==> config.mk <==
export PLATFORM = sky130hd
export DESIGN_NAME = alu_issue_stage
export DESIGN_NICKNAME = d
export VERILOG_FILES = /design/src/rtl/alu_issue_stage.sv
export SDC_FILE = /design/constraint.sdc
export NUM_CORES = 1
export LEC_CHECK = 0
export BUFFER_PORTS_ARGS = -buffer_cell sky130_fd_sc_hd__clkbuf_2
export CAP_MARGIN = 40
export CORE_ASPECT_RATIO = 0.7
export CORE_MARGIN = 2
export CORE_UTILIZATION = 47
export CTS_BUF_LIST = sky130_fd_sc_hd__clkbuf_16
export DETAILED_ROUTE_END_ITERATION = 8
export HOLD_SLACK_MARGIN = 0.08
export PLACE_DENSITY = 0.91
export SYNTH_ARGS = -nofsm -noshare
export SYNTH_HDL_FRONTEND = slang
export SYNTH_SLANG_ARGS = --single-unit
==> constraint.sdc <==
create_clock -name clk -period 3.45 [get_ports clk]
set_input_delay 0 -clock clk [delete_from_list [all_inputs] [get_ports clk]]
set_output_delay 0 -clock clk [all_outputs]
set_load 0.005 [all_outputs]
==> src/rtl/alu_issue_stage.sv <==
// ALU issue stage: decodes a MIPS-format instruction and holds the result
// in a single-entry valid/ready pipeline register.
module alu_issue_stage #(
    parameter bit NOP_ON_ILLEGAL = 1'b1
) (
    input  logic        clk,
    input  logic        rst,
    input  logic        flush,
    input  logic        in_valid,
    input  logic [31:0] in_instr,
    output logic        in_ready,
    output logic        out_valid,
    input  logic        out_ready,
    output logic [2:0]  out_alu_ctrl,
    output logic [4:0]  out_rs,
    output logic [4:0]  out_rt,
    output logic [4:0]  out_rd,
    output logic [31:0] out_imm,
    output logic        out_alu_src,
    output logic        out_reg_write,
    output logic        out_branch,
    output logic        out_illegal
);

    localparam logic [2:0] ALU_ADD = 3'b000;
    localparam logic [2:0] ALU_SUB = 3'b001;
    localparam logic [2:0] ALU_AND = 3'b010;
    localparam logic [2:0] ALU_OR  = 3'b011;

    typedef struct packed {
        logic        valid;
        logic [2:0]  alu_ctrl;
        logic [4:0]  rs;
        logic [4:0]  rt;
        logic [4:0]  rd;
        logic [31:0] imm;
        logic        alu_src;
        logic        reg_write;
        logic        branch;
        logic        illegal;
    } entry_t;

    entry_t dec;
    entry_t ent_d;
    entry_t ent_q;

    logic [5:0] op;
    logic [5:0] funct;

    assign op    = in_instr[31:26];
    assign funct = in_instr[5:0];

    always_comb begin
        dec           = '0;
        dec.valid     = 1'b1;
        dec.rs        = in_instr[25:21];
        dec.rt        = in_instr[20:16];
        dec.rd        = (op == 6'h00) ? in_instr[15:11] : in_instr[20:16];
        dec.imm       = {{16{in_instr[15]}}, in_instr[15:0]};
        dec.reg_write = 1'b1;
        case (op)
            6'h00: begin
                case (funct)
                    6'h20: dec.alu_ctrl = ALU_ADD;
                    6'h22: dec.alu_ctrl = ALU_SUB;
                    6'h24: dec.alu_ctrl = ALU_AND;
                    6'h25: dec.alu_ctrl = ALU_OR;
                    default: dec.illegal = 1'b1;
                endcase
            end
            6'h08: begin
                dec.alu_ctrl = ALU_ADD;
                dec.alu_src  = 1'b1;
            end
            6'h0C: begin
                dec.alu_ctrl = ALU_AND;
                dec.alu_src  = 1'b1;
                dec.imm      = {16'h0000, in_instr[15:0]};
            end
            6'h0D: begin
                dec.alu_ctrl = ALU_OR;
                dec.alu_src  = 1'b1;
                dec.imm      = {16'h0000, in_instr[15:0]};
            end
            6'h04: begin
                dec.alu_ctrl  = ALU_SUB;
                dec.reg_write = 1'b0;
                dec.branch    = 1'b1;
            end
            default: dec.illegal = 1'b1;
        endcase
        if (dec.illegal) begin
            dec.alu_ctrl = ALU_ADD;
            if (NOP_ON_ILLEGAL) begin
                dec.reg_write = 1'b0;
                dec.branch    = 1'b0;
            end
        end
    end

    assign in_ready = !ent_q.valid || out_ready;

    // Flush only kills valid; stale data fields are don't-care while empty.
    always_comb begin
        ent_d = ent_q;
        if (flush) begin
            ent_d.valid = 1'b0;
        end else if (in_valid && in_ready) begin
            ent_d = dec;
        end else if (ent_q.valid && out_ready) begin
            ent_d.valid = 1'b0;
        end
    end

    always_ff @(posedge clk) begin
        if (rst) begin
            ent_q <= '0;
        end else begin
            ent_q <= ent_d;
        end
    end

    assign out_valid     = ent_q.valid;
    assign out_alu_ctrl  = ent_q.alu_ctrl;
    assign out_rs        = ent_q.rs;
    assign out_rt        = ent_q.rt;
    assign out_rd        = ent_q.rd;
    assign out_imm       = ent_q.imm;
    assign out_alu_src   = ent_q.alu_src;
    assign out_reg_write = ent_q.reg_write;
    assign out_branch    = ent_q.branch;
    assign out_illegal   = ent_q.illegal;

endmodule

# Word level (Yosys, flattened, before mapping)
# Index checks and enable logic that the tools add are counted.
[totals]
out_inout_bits = 56
regBits = 55
[classes]
bitwise = 1
mux = 12
eq_ne = 8
n_reduce_logical = 12
[op_table]
columns = ["operator", "count"]
rows = [
  ["$mux 32", 1],
  ["$eq 6x6->1 const B", 4],
  ["$eq 6x4->1 const B", 3],
  ["$pmux 3 s4", 1],
  ["$reduce_or 4->1", 2],
  ["$eq 6x3->1 const B", 1],
  ["$logic_not 6->1", 1],
  ["$pmux 2 s3", 1],
  ["$mux 5", 1],
  ["$mux 1", 4],
  ["$mux 2", 2],
  ["$reduce_or 2->1", 2],
  ["$mux 3", 1],
  ["$reduce_or 3->1", 1],
  ["$logic_and 1x1->1", 2],
  ["$pmux 1 s2", 1],
  ["$reduce_and 2->1", 1],
  ["$reduce_bool 2->1", 1],
  ["$logic_not 1->1", 1],
  ["$logic_or 1x1->1", 1],
  ["$not 1->1", 1],
]

# Longest topological paths before layout
# Gate-level depths: netlist (run 1).
[logic_depth]
word_depth = 5
depth_mapped = 6

# Worst setup path before layout (run 1)
# OpenSTA, ideal clock, no wires.
[synth_timing]
path_type = "register to register"
from = "register ent_q (netlist bit out_valid)"
to = "register ent_q (netlist bit out_alu_ctrl[0])"
setup_ns = 0.086
synth_period_minus_slack_ns = 1.217
slack_ns = 2.233
path_buffers = 1
arrival_ns = 1.131
stages_incl_launch_ff = 7
cell_sequence = "dfxtp_1 nor2b_4 inv_2 nand3b_2 buf_4 nand2_1 a221oi_2"
[synth_between]
elab_chain_cells = 4
[synth_rtl]
columns = ["element", "line", "source"]
rows = [
  ["start, declared", "45", "entry_t ent_q;"],
  ["start signal, assigned", "119", "ent_q <= ent_d;"],
  ["$logic_not 1->1", "101", "assign in_ready = !ent_q.valid || out_ready;"],
  ["$logic_or 1x1->1", "101", ""],
  ["named net in_ready", "11", "output logic in_ready,"],
  ["$logic_and 1x1->1", "108", "end else if (in_valid && in_ready) begin"],
  ["$reduce_and 2->1 (no source line)", "--", ""],
]
# The timed path passes the listed nets, and every way through them passes these cells.
# A chain may end at the register's enable or synchronous reset.

# Final worst setup path (run 1)
[layout_timing]
from = "register ent_q (netlist bit out_valid)"
to = "register ent_q (netlist bit out_branch)"
[layout_between]
elab_chain_cells = 4
[layout_rtl]
columns = ["element", "line"]
rows = [
  ["$logic_not 1->1", "101"],
  ["$logic_or 1x1->1", "101"],
  ["$logic_and 1x1->1", "108"],
  ["$reduce_and 2->1 (no source line)", "--"],
]
# Every way passes these cells.

==> impl_metrics.json, run 1 <==
{
  "status": "completed",
  "cts_resized": 0,
  "io_buffers": 91,
  "synth_xor_area_frac": 0.00510,
  "hold_viol_final": 0,
  "antenna_found_initial": 0,
  "vias": 1726,
  "peakVddDrop_mv": 0.308,
  "report.final.slew_viol_count": 0,
  "crit_arrival_ns": 2.02,
  "root_buffer": "clkbuf_16",
  "syn_area_um2": 1720,
  "endpoint_kind": "flip-flop",
  "p_leak_nw": 1.21,
  "reg2reg_from": "out_valid",
  "dr.pass1.iters": 4,
  "final-setup-viol-count": 0,
  "place.gp.congestion": 0.788,
  "worstHoldStart": "in_instr[29]",
  "synth-adder-area-share": 0,
  "wl_per_cell_um": 12.7,
  "clk_pin_slew_ns": 0.05,
  "initial_core_util": 0.489,
  "yosysWarnings": 0,
  "critPathLaunch": "out_valid",
  "cp_max_fo": 19,
  "avgSynthCellArea_um2": 8.46,
  "core-area_um2": 3510,
  "fmax_ghz": 0.546,
  "hpwl_um": 2840,
  "finalWirelength_um": 4510,
  "first_iter_violations": 112,
  "place_area_um2": 2070,
  "clk_latency_ns": 0.28,
  "startpoint_type": "flip-flop",
  "drc": 0,
  "row_count": 18,
  "die_y_um": 54.6,
  "grt_use_total": 0.223,
  "synth.top_cells.by_count": "nand2_1 (61), dfxtp_1 (39), a21oi_1 (33), buf_4 (17), o21ai_0 (7)",
  "setup_tns_ns": 0,
  "crit_type": "reg -> reg",
  "clockBufferDepth": 2,
  "worstPathRequired_ns": 3.63,
  "io_pins": 93,
  "cellPowerDensity_nw_per_um2": 420,
  "period_minus_slack_ns": 1.83,
  "diodes": 0,
  "slew_headroom": 0.485,
  "cts_tree": "yes",
  "htree_levels": 2,
  "grt_pass1_wl_um": 7260,
  "synth-simple-area-share": 0.228,
  "num-nets-final": 342,
  "drive_above_1_share": 0.356,
  "holdCritPathClass": "in -> reg",
  "grt_overflow": 0,
  "fin_skew_ns": 0.00286,
  "async_flop_share": 0,
  "synth_top_area_share": 0.454,
  "cts_sinks": 39,
  "synth_area_leader_cell": "dfxtp_1",
  "holdWs_ns": 0.0887,
  "die_area_um2": 4160,
  "yosys-mux-area-fraction": 0.0350,
  "syn_inst": 203,
  "max-cap-violations": 0,
  "die_x_um": 76.3,
  "design_area_um2": 2510,
  "grt_pass1_vias": 1645,
  "syn_to_final_growth_pct": 46.0,
  "synth_ff_type": "dfxtp_1",
  "fin_crit_sh": 0.531,
  "yosysMostFrequentCell": "nand2_1",
  "ys_seq_elements": 39,
  "syn_nets": 240,
  "synth_cell_type_count": 32,
  "worstMarginPinSlew_ns": 0.771,
  "synth-edff-count": 0,
  "cts_made_buffers": 5,
  "synth_compound_area_frac": 0.168,
  "grt_start_max_net_pins": 34,
  "vias_per_cell": 4.85,
  "seq_area_frac_synth": 0.454,
  "rsz0062_at_grt": "no",
  "synth_top_family_by_area": "simple AND/OR/NAND/NOR gates",
  "netlist_top_cells_area": "dfxtp_1 (45%), nand2_1 (13%), a21oi_1 (9.6%)",
  "postRouteAntennaNets": 0
}
[registers in the layout (all words and copies together), names as in the netlist]
| signal | flops |
|---|---|
| out_reg_write | 1 |
| out_rd | 5 |
| out_imm | 17 |
| out_valid | 1 |
| out_illegal | 1 |
| out_alu_ctrl | 2 |
| out_rt | 5 |
| out_rs | 5 |
| out_alu_src | 1 |
| out_branch | 1 |
[cells in the final DEF, fill, tap and decap left out, types with 2 or more instances in the layout]
master and instances:
clkbuf_2 91, mux2i_1 6, clkbuf_16 5, o21ai_0 7
a221oi_2 2, nor2_1 2, a21oi_1 33, nand3_1 4
inv_1 4, dlygate4sd3_1 30, dfxtp_1 39, nand2_1 61
[per-stage QoR]
step | setup slack (ns) | cells | utilization | power, mW
floorplan | 2.23 | 203 | - | 0.562
global placement | 1.69 | 318 | 0.589 | 0.611
detailed placement | 1.61 | 318 | 0.589 | 0.615
CTS | 1.59 | 356 | 0.714 | 1.06
global route | 1.46 | 356 | 0.714 | 1.10
finish | 1.62 | 356 | 0.714 | 1.05
[worst max-delay path, cell delays in order (launching register included)]
cell and delay, ns:
dfxtp_1 0.31, nor2b_4 0.14, nor3b_4 0.64, nand4_2 0.33, o32ai_2 0.33
[cell families (layout without fill, tap and decap cells)]
logic type | after synthesis | in the layout
AND/OR/NAND/NOR | 78 | 78
AO/OA/AOI/OAI | 48 | 48
flip-flops | 39 | 39
buffers and inverters | 30 | 133
multiplexers | 6 | 6
other | 1 | 1
XOR/XNOR | 1 | 1
[routing by layer]
layer  vias to the layer above  part of all wire  GRT usage
met4                         0            0.0073     0.0727
met1                       784              0.43      0.259
met3                         5             0.071     0.0776
li1                        867                 -          -
met2                        70              0.49      0.401
met5                         -                 0          0
[report_power, final]
part	switching [mW]	leakage (nW)	total, mW	internal, mW
logic	0.0744	0.812	0.151	0.0764
registers	0.0118	0.319	0.483	0.471
clock network	0.160	0.0762	0.421	0.260
total	0.246	1.21	1.05	0.808
[final timing paths]
| check | endpoint | slack [ns] | depth (start not counted) |
|---|---|---|---|
| setup / recovery | out_branch | 1.62 | 4 |
| hold / removal | out_alu_src | 0.09 | 3 |
| setup reg to reg | out_branch | 1.62 | 4 |
| hold reg to reg | out_imm[6] | 0.45 | 2 |
[timing repair]
item | CTS | global route
setup buffers | 0 | 0
hold endpoints to repair | 35 | 0
hold buffers | 30 | 0
[area by class of cell]
class | count | area [um2]
sequential | 39 | 781
fill | 286 | 1000
timing repair buffer | 122 | 763
clock inverter | 3 | 12.5
tap | 50 | 62.6
multi-input combinational | 134 | 753
inverter | 3 | 11.3
clock buffer | 5 | 125
Power figures use the tool's default switching activity.
==> run 2: changes to the inputs <==
CORE_UTILIZATION = 44   (was 47)
PLACE_DENSITY = 0.86   (was 0.91)
clock period = 1.7 ns   (was 3.45 ns; I/O delays follow)
==> run 2 against run 1 <==
  * Routed wire length rose by 0.42%
  * Global-route usage is 2.1 points lower
  * Die area grew 6.4%
  * Clock-buffer cell count stayed put
  * Sequential share of layout area decreased by 0.25 points
  * First-iteration DRC count is 24% lower
  * Combinational power rose by 110%
  * Register-to-register slack worse by 1.3 ns
  * Critical path type is now in -> reg
  * Largest cell class is now buffers
==> impl_metrics.json, run 2 (synthesis results as in run 1) <==
{
  "status": "completed",
  "seq_area_um2": 781,
  "cellPowerDensity_nw_per_um2": 851,
  "hold_path_depth": 4,
  "clockBufferDepth": 2,
  "syn_to_final_growth_pct": 47.2,
  "path_cells": "dlygate4sd3_1, clkbuf_2, nor3b_2, a211o_1, nand4_2, a221oi_2",
  "cts_resized": 0,
  "cts_sinks": 39,
  "worstHoldStart": "in_instr[27]",
  "grt_start_max_net_pins": 29,
  "finalWirelength_um": 4530,
  "wl_per_cell_um": 12.6,
  "regToRegSetupSlack_ns": 0.35,
  "root_buffer": "clkbuf_16",
  "fin_skew_ns": 0.00138,
  "design_area_um2": 2530,
  "cpPeakStageDelay_ns": 0.54,
  "crit_arrival_ns": 1.62,
  "setup_tns_ns": 0,
  "htree_levels": 2,
  "clock_power_share": 0.399,
  "max-cap-violations": 0,
  "final_cell_mix": "clkbuf_2 (91), nand2_1 (61), dfxtp_1 (39)",
  "vias": 1706,
  "stdcell_count": 359,
  "core-area_um2": 3630,
  "cp_max_fo": 5,
  "vias_per_cell": 4.75,
  "num-nets-final": 345,
  "critical_path_buf_inv_count": 2,
  "row_count": 18,
  "worstPathRequired_ns": 1.89,
  "drc": 0,
  "hold_end": "out_alu_src",
  "clk_latency_ns": 0.27,
  "diodes": 0,
  "rsz0062_at_grt": "no",
  "fin_util": 0.697,
  "die_y_um": 56.3,
  "report.final.slew_viol_count": 0,
  "post_cts_buffers": 0,
  "intPower_mw": 1.64,
  "reg2reg_from": "out_valid",
  "cts_made_buffers": 5,
  "die_area_um2": 4430,
  "die_x_um": 78.7,
  "fillCellCount": 293,
  "hold_viol_final": 0,
  "final_common_cell": "clkbuf_2",
  "grt_use_total": 0.202,
  "grt_overflow": 0,
  "dpl.cell_count": 322,
  "fmax_ghz": 0.697,
  "finalPower_mw": 2.15,
  "place_area_um2": 2100,
  "peakVddDrop_mv": 0.638,
  "p_comb_frac": 0.145,
  "clk_pin_slew_ns": 0.05,
  "multi_input_area_um2": 753,
  "holdCritPathClass": "in -> reg",
  "io_buffers": 91,
  "first_iter_violations": 85,
  "final-setup-viol-count": 0,
  "grt_pass1_vias": 1557,
  "sw_frac_of_total": 0.235,
  "fin_crit_sh": 0.844,
  "drive_above_1_share": 0.366,
  "largest_reg_flops": 17,
  "startpoint_type": "input pin",
  "postRouteAntennaNets": 0,
  "period_minus_slack_ns": 1.43,
  "dr.pass1.iters": 6,
  "crit_type": "in -> reg",
  "hpwl_um": 3000,
  "crit_slowest_cell": "dlygate4sd3_1",
  "cp_top_family": "buffers and inverters",
  "io_pins": 93,
  "grt_pass1_wl_um": 7100,
  "timing.rr.end": "out_rd[4]",
  "antenna_found_initial": 0,
  "initial_core_util": 0.474,
  "worst_r2r_path_depth": 5,
  "power_frac_seq": 0.455,
  "p_leak_nw": 1.22,
  "endpoint_kind": "flip-flop",
  "power_switching_mw": 0.506,
  "place.gp.congestion": 0.809,
  "cts_tree": "yes"
}
-- run 2: cell types whose count changed in the layout (fill, tap and decap cells not counted), sizes merged --
cell / change
dlygate4sd3: -1
buf: +4
-- run 2: worst max path at each step --
stage | end | cells after the start | start | slack, ns
finish | out_alu_ctrl[0] | 6 | in_instr[3] | 0.27
global route | out_alu_ctrl[0] | 6 | in_instr[3] | 0.17
CTS | out_branch | 6 | in_instr[3] | 0.30
detailed placement | out_rd[4] | 5 | out_valid | 0.37
global placement | out_imm[30] | 5 | out_valid | 0.42
floorplan | out_alu_ctrl[0] | 6 | out_valid | 0.48
-- run 2: final cells by class --
type / instances / share of cell area
Clock inverter: 3 / 0.00495
Clock buffer: 5 / 0.0495
Timing Repair Buffer: 125 / 0.310
Tap cell: 50 / 0.0247
Sequential cell: 39 / 0.309
Multi-Input combinational cell: 134 / 0.298
Inverter: 3 / 0.00445
-- run 2: worst reg2reg max path: stages, from the launching register on --
cell	delay, ns
dfxtp_1	0.30
nor2b_4	0.13
nor3b_4	0.24
buf_4	0.33
o21ai_0	0.14
a21oi_1	0.14
-- run 2: power by group through the flow --
stage          registers (mW)  logic [mW]  clock network (mW)
3_5_place_dp            0.999       0.258                   0
3_3_place_gp            0.998       0.252                   0
2_1_floorplan            1.00       0.139                   0
6_report                0.980       0.313               0.859
4_1_cts                 0.980       0.311               0.873
5_1_grt                 0.984       0.344               0.920
-- run 2: timing repair --
item                       4_1_cts  5_1_grt
hold endpoints to repair        36        0
setup endpoints to repair        0        0
hold buffers                    29        0
-- run 2: stage by stage --
stage                     worst slack (ns)  hold slack, ns
after floorplan                      0.483          0.0793
after global placement               0.421           0.226
after detailed placement             0.367           0.232
after CTS                            0.302          0.0814
after global routing                 0.171          0.0929
final                                0.265          0.0806
-- run 2: per-layer routing --
| metal | GRT usage | part of all wire | wire (um) | vias up |
|---|---|---|---|---|
| li1 | - | - | - | 872 |
| met2 | 0.338 | 0.47 | 2150 | 62 |
| met5 | 0 | 0 | 0 | - |
| met1 | 0.253 | 0.45 | 2060 | 764 |
| met4 | 0.0702 | 0.017 | 77 | 0 |
| met3 | 0.0531 | 0.053 | 241 | 8 |
==> run 3: changes to the inputs <==
CORE_UTILIZATION = 40   (was 44)
PLACE_DENSITY = 0.83   (was 0.86)
clock period = 1.18 ns   (was 1.7 ns; I/O delays follow)
==> run 3 against run 2 <==
  * Clock skew increased by 0.0042 ns
  * Worst hold slack got worse by 0.015 ns
  * Clock power increased by 47%
  * The run now ends with negative setup slack left
  * Routed wire length increased by 19%
  * Combinational power increased by 86%
==> impl_metrics.json, run 3 (synthesis results as in run 1) <==
{
  "finalWirelength_um": 5400,
  "cpPeakStageDelay_ns": 0.33,
  "holdCritPathClass": "in -> reg",
  "crit_type": "reg -> reg",
  "io_pins": 93,
  "grt_pass1_wl_um": 7580,
  "worstHoldStart": "out_ready",
  "regToRegSetupSlack_ns": -0.13,
  "finalPower_mw": 3.25,
  "peakVddDrop_mv": 0.980,
  "violations": "negative setup slack",
  "cts_made_buffers": 5,
  "hold_viol_final": 0,
  "fin_crit_sh": 1.11,
  "dr.pass1.iters": 4,
  "final_cell_mix": "clkbuf_2 (91), nand2_1 (50), dfxtp_1 (38)",
  "die_x_um": 82.3,
  "cp_top_family": "buffers and inverters",
  "hpwl_um": 3180,
  "design_area_um2": 2830,
  "grt_use_total": 0.212,
  "final-setup-viol-count": 35,
  "cp_max_fo": 5,
  "status": "finished, violations left",
  "worstPathRequired_ns": 1.35,
  "dp_slack_ns": -0.122,
  "timing.rr.end": "out_illegal",
  "io_buffers": 91,
  "final_common_cell": "clkbuf_2",
  "crit_slowest_cell": "dfxtp_2",
  "place_area_um2": 2150,
  "drc": 0,
  "startpoint_type": "flip-flop",
  "vias": 1804,
  "worst_r2r_path_depth": 6,
  "rsz0062_at_grt": "yes",
  "num-nets-final": 355,
  "period_minus_slack_ns": 1.31,
  "fin_skew_ns": 0.00554,
  "endpoint_kind": "flip-flop",
  "critical_path_buf_inv_count": 3,
  "crit_arrival_ns": 1.48,
  "grt_overflow": 0,
  "diodes": 0,
  "htree_levels": 2,
  "syn_to_final_growth_pct": 64.6,
  "clk_pin_slew_ns": 0.06,
  "die_area_um2": 4840,
  "grt_start_max_net_pins": 21,
  "cellPowerDensity_nw_per_um2": 1150,
  "wl_per_cell_um": 14.6,
  "hold_path_depth": 4,
  "path_cells": "nor2b_4, nor3b_4, buf_6, buf_12, clkbuf_16, o211a_1",
  "first_iter_violations": 89,
  "die_y_um": 58.8,
  "postRouteAntennaNets": 0,
  "cts_sinks": 39,
  "p_leak_nw": 1.34,
  "largest_reg_flops": 17,
  "row_count": 19,
  "root_buffer": "clkbuf_16",
  "place.gp.congestion": 0.784,
  "vias_per_cell": 4.88,
  "core-area_um2": 4020,
  "fillCellCount": 337,
  "grt_pass1_vias": 1541,
  "clockBufferDepth": 2,
  "clk_latency_ns": 0.28,
  "drive_above_1_share": 0.472,
  "initial_core_util": 0.428,
  "timing.final.ws_setup_ns": -0.131,
  "reg2reg_from": "out_valid",
  "hold_end": "out_valid",
  "report.final.slew_viol_count": 0,
  "max-cap-violations": 0,
  "fmax_ghz": 0.763,
  "cts_tree": "yes",
  "antenna_found_initial": 0
}
-- run 3: cell types whose count changed in the layout (fill, tap and decap cells not counted), sizes merged --
cell         delta
dlygate4sd3     +1
clkinv          +1
buf             +8
clkbuf          +1
inv             -2
-- run 3: power by group --
part	leakage [nW]	internal (mW)	total, mW	switching (mW)
combinational	0.955	0.298	0.581	0.283
clock	0.0671	0.759	1.26	0.504
sequential	0.319	1.38	1.41	0.0318
total	1.34	2.43	3.25	0.819
-- run 3: worst max-delay path by stage --
| stage | depth (start not counted) | to | startpoint | slack [ns] |
|---|---|---|---|---|
| floorplan | 6 | out_alu_ctrl[0] | out_valid | 0.004 |
| global placement | 5 | out_alu_src | out_valid | -0.07 |
| detailed placement | 5 | out_alu_src | out_valid | -0.12 |
| finish | 6 | out_illegal | out_valid | -0.13 |
| CTS | 5 | out_branch | out_valid | -0.10 |
| global route | 5 | out_alu_ctrl[0] | out_valid | -0.18 |
-- run 3: final cells by class --
class,count,area (um2),share of cell area
timing repair buffer,135,947,0.335
multi-input combinational,134,888,0.314
clock inverter,2,8.76,0.00310
clock buffer,5,125,0.0442
inverter,3,11.3,0.00398
tap,52,65.1,0.0230
sequential,39,782,0.277
-- run 3: per-stage QoR --
step | std cells | setup TNS (ns) | utilization | hold slack [ns]
after global placement | 328 | -0.225 | 0.536 | 0.227
after floorplan | 203 | 0 | - | 0.0793
final | 370 | -2.10 | 0.704 | 0.0651
after detailed placement | 328 | -1.12 | 0.536 | 0.231
after CTS | 368 | -1.36 | 0.664 | 0.0511
after global routing | 370 | -4.34 | 0.704 | 0.0819
-- run 3: layer usage --
metal | GRT usage | vias up | wire (um)
li1 | - | 895 | -
met1 | 0.270 | 824 | 2390
met2 | 0.350 | 81 | 2590
met3 | 0.0629 | 4 | 375
met4 | 0.0619 | 0 | 34
met5 | 0 | - | 0
-- run 3: what timing repair did --
action | in CTS | in global routing
hold buffers | 30 | 0
cloned | 2 | 1
hold endpoints to repair | 34 | 0
setup buffers | 1 | 2
resized for setup | 7 | 39
setup endpoints to repair | 38 | 38
pin swaps | 1 | 14
-- run 3: worst register-to-register path: stages (launching register included) --
cell       delay [ns]
dfxtp_2          0.33
nor2b_4          0.19
nor3b_4          0.06
buf_6            0.14
buf_12           0.13
clkbuf_16        0.15
o211a_1          0.21
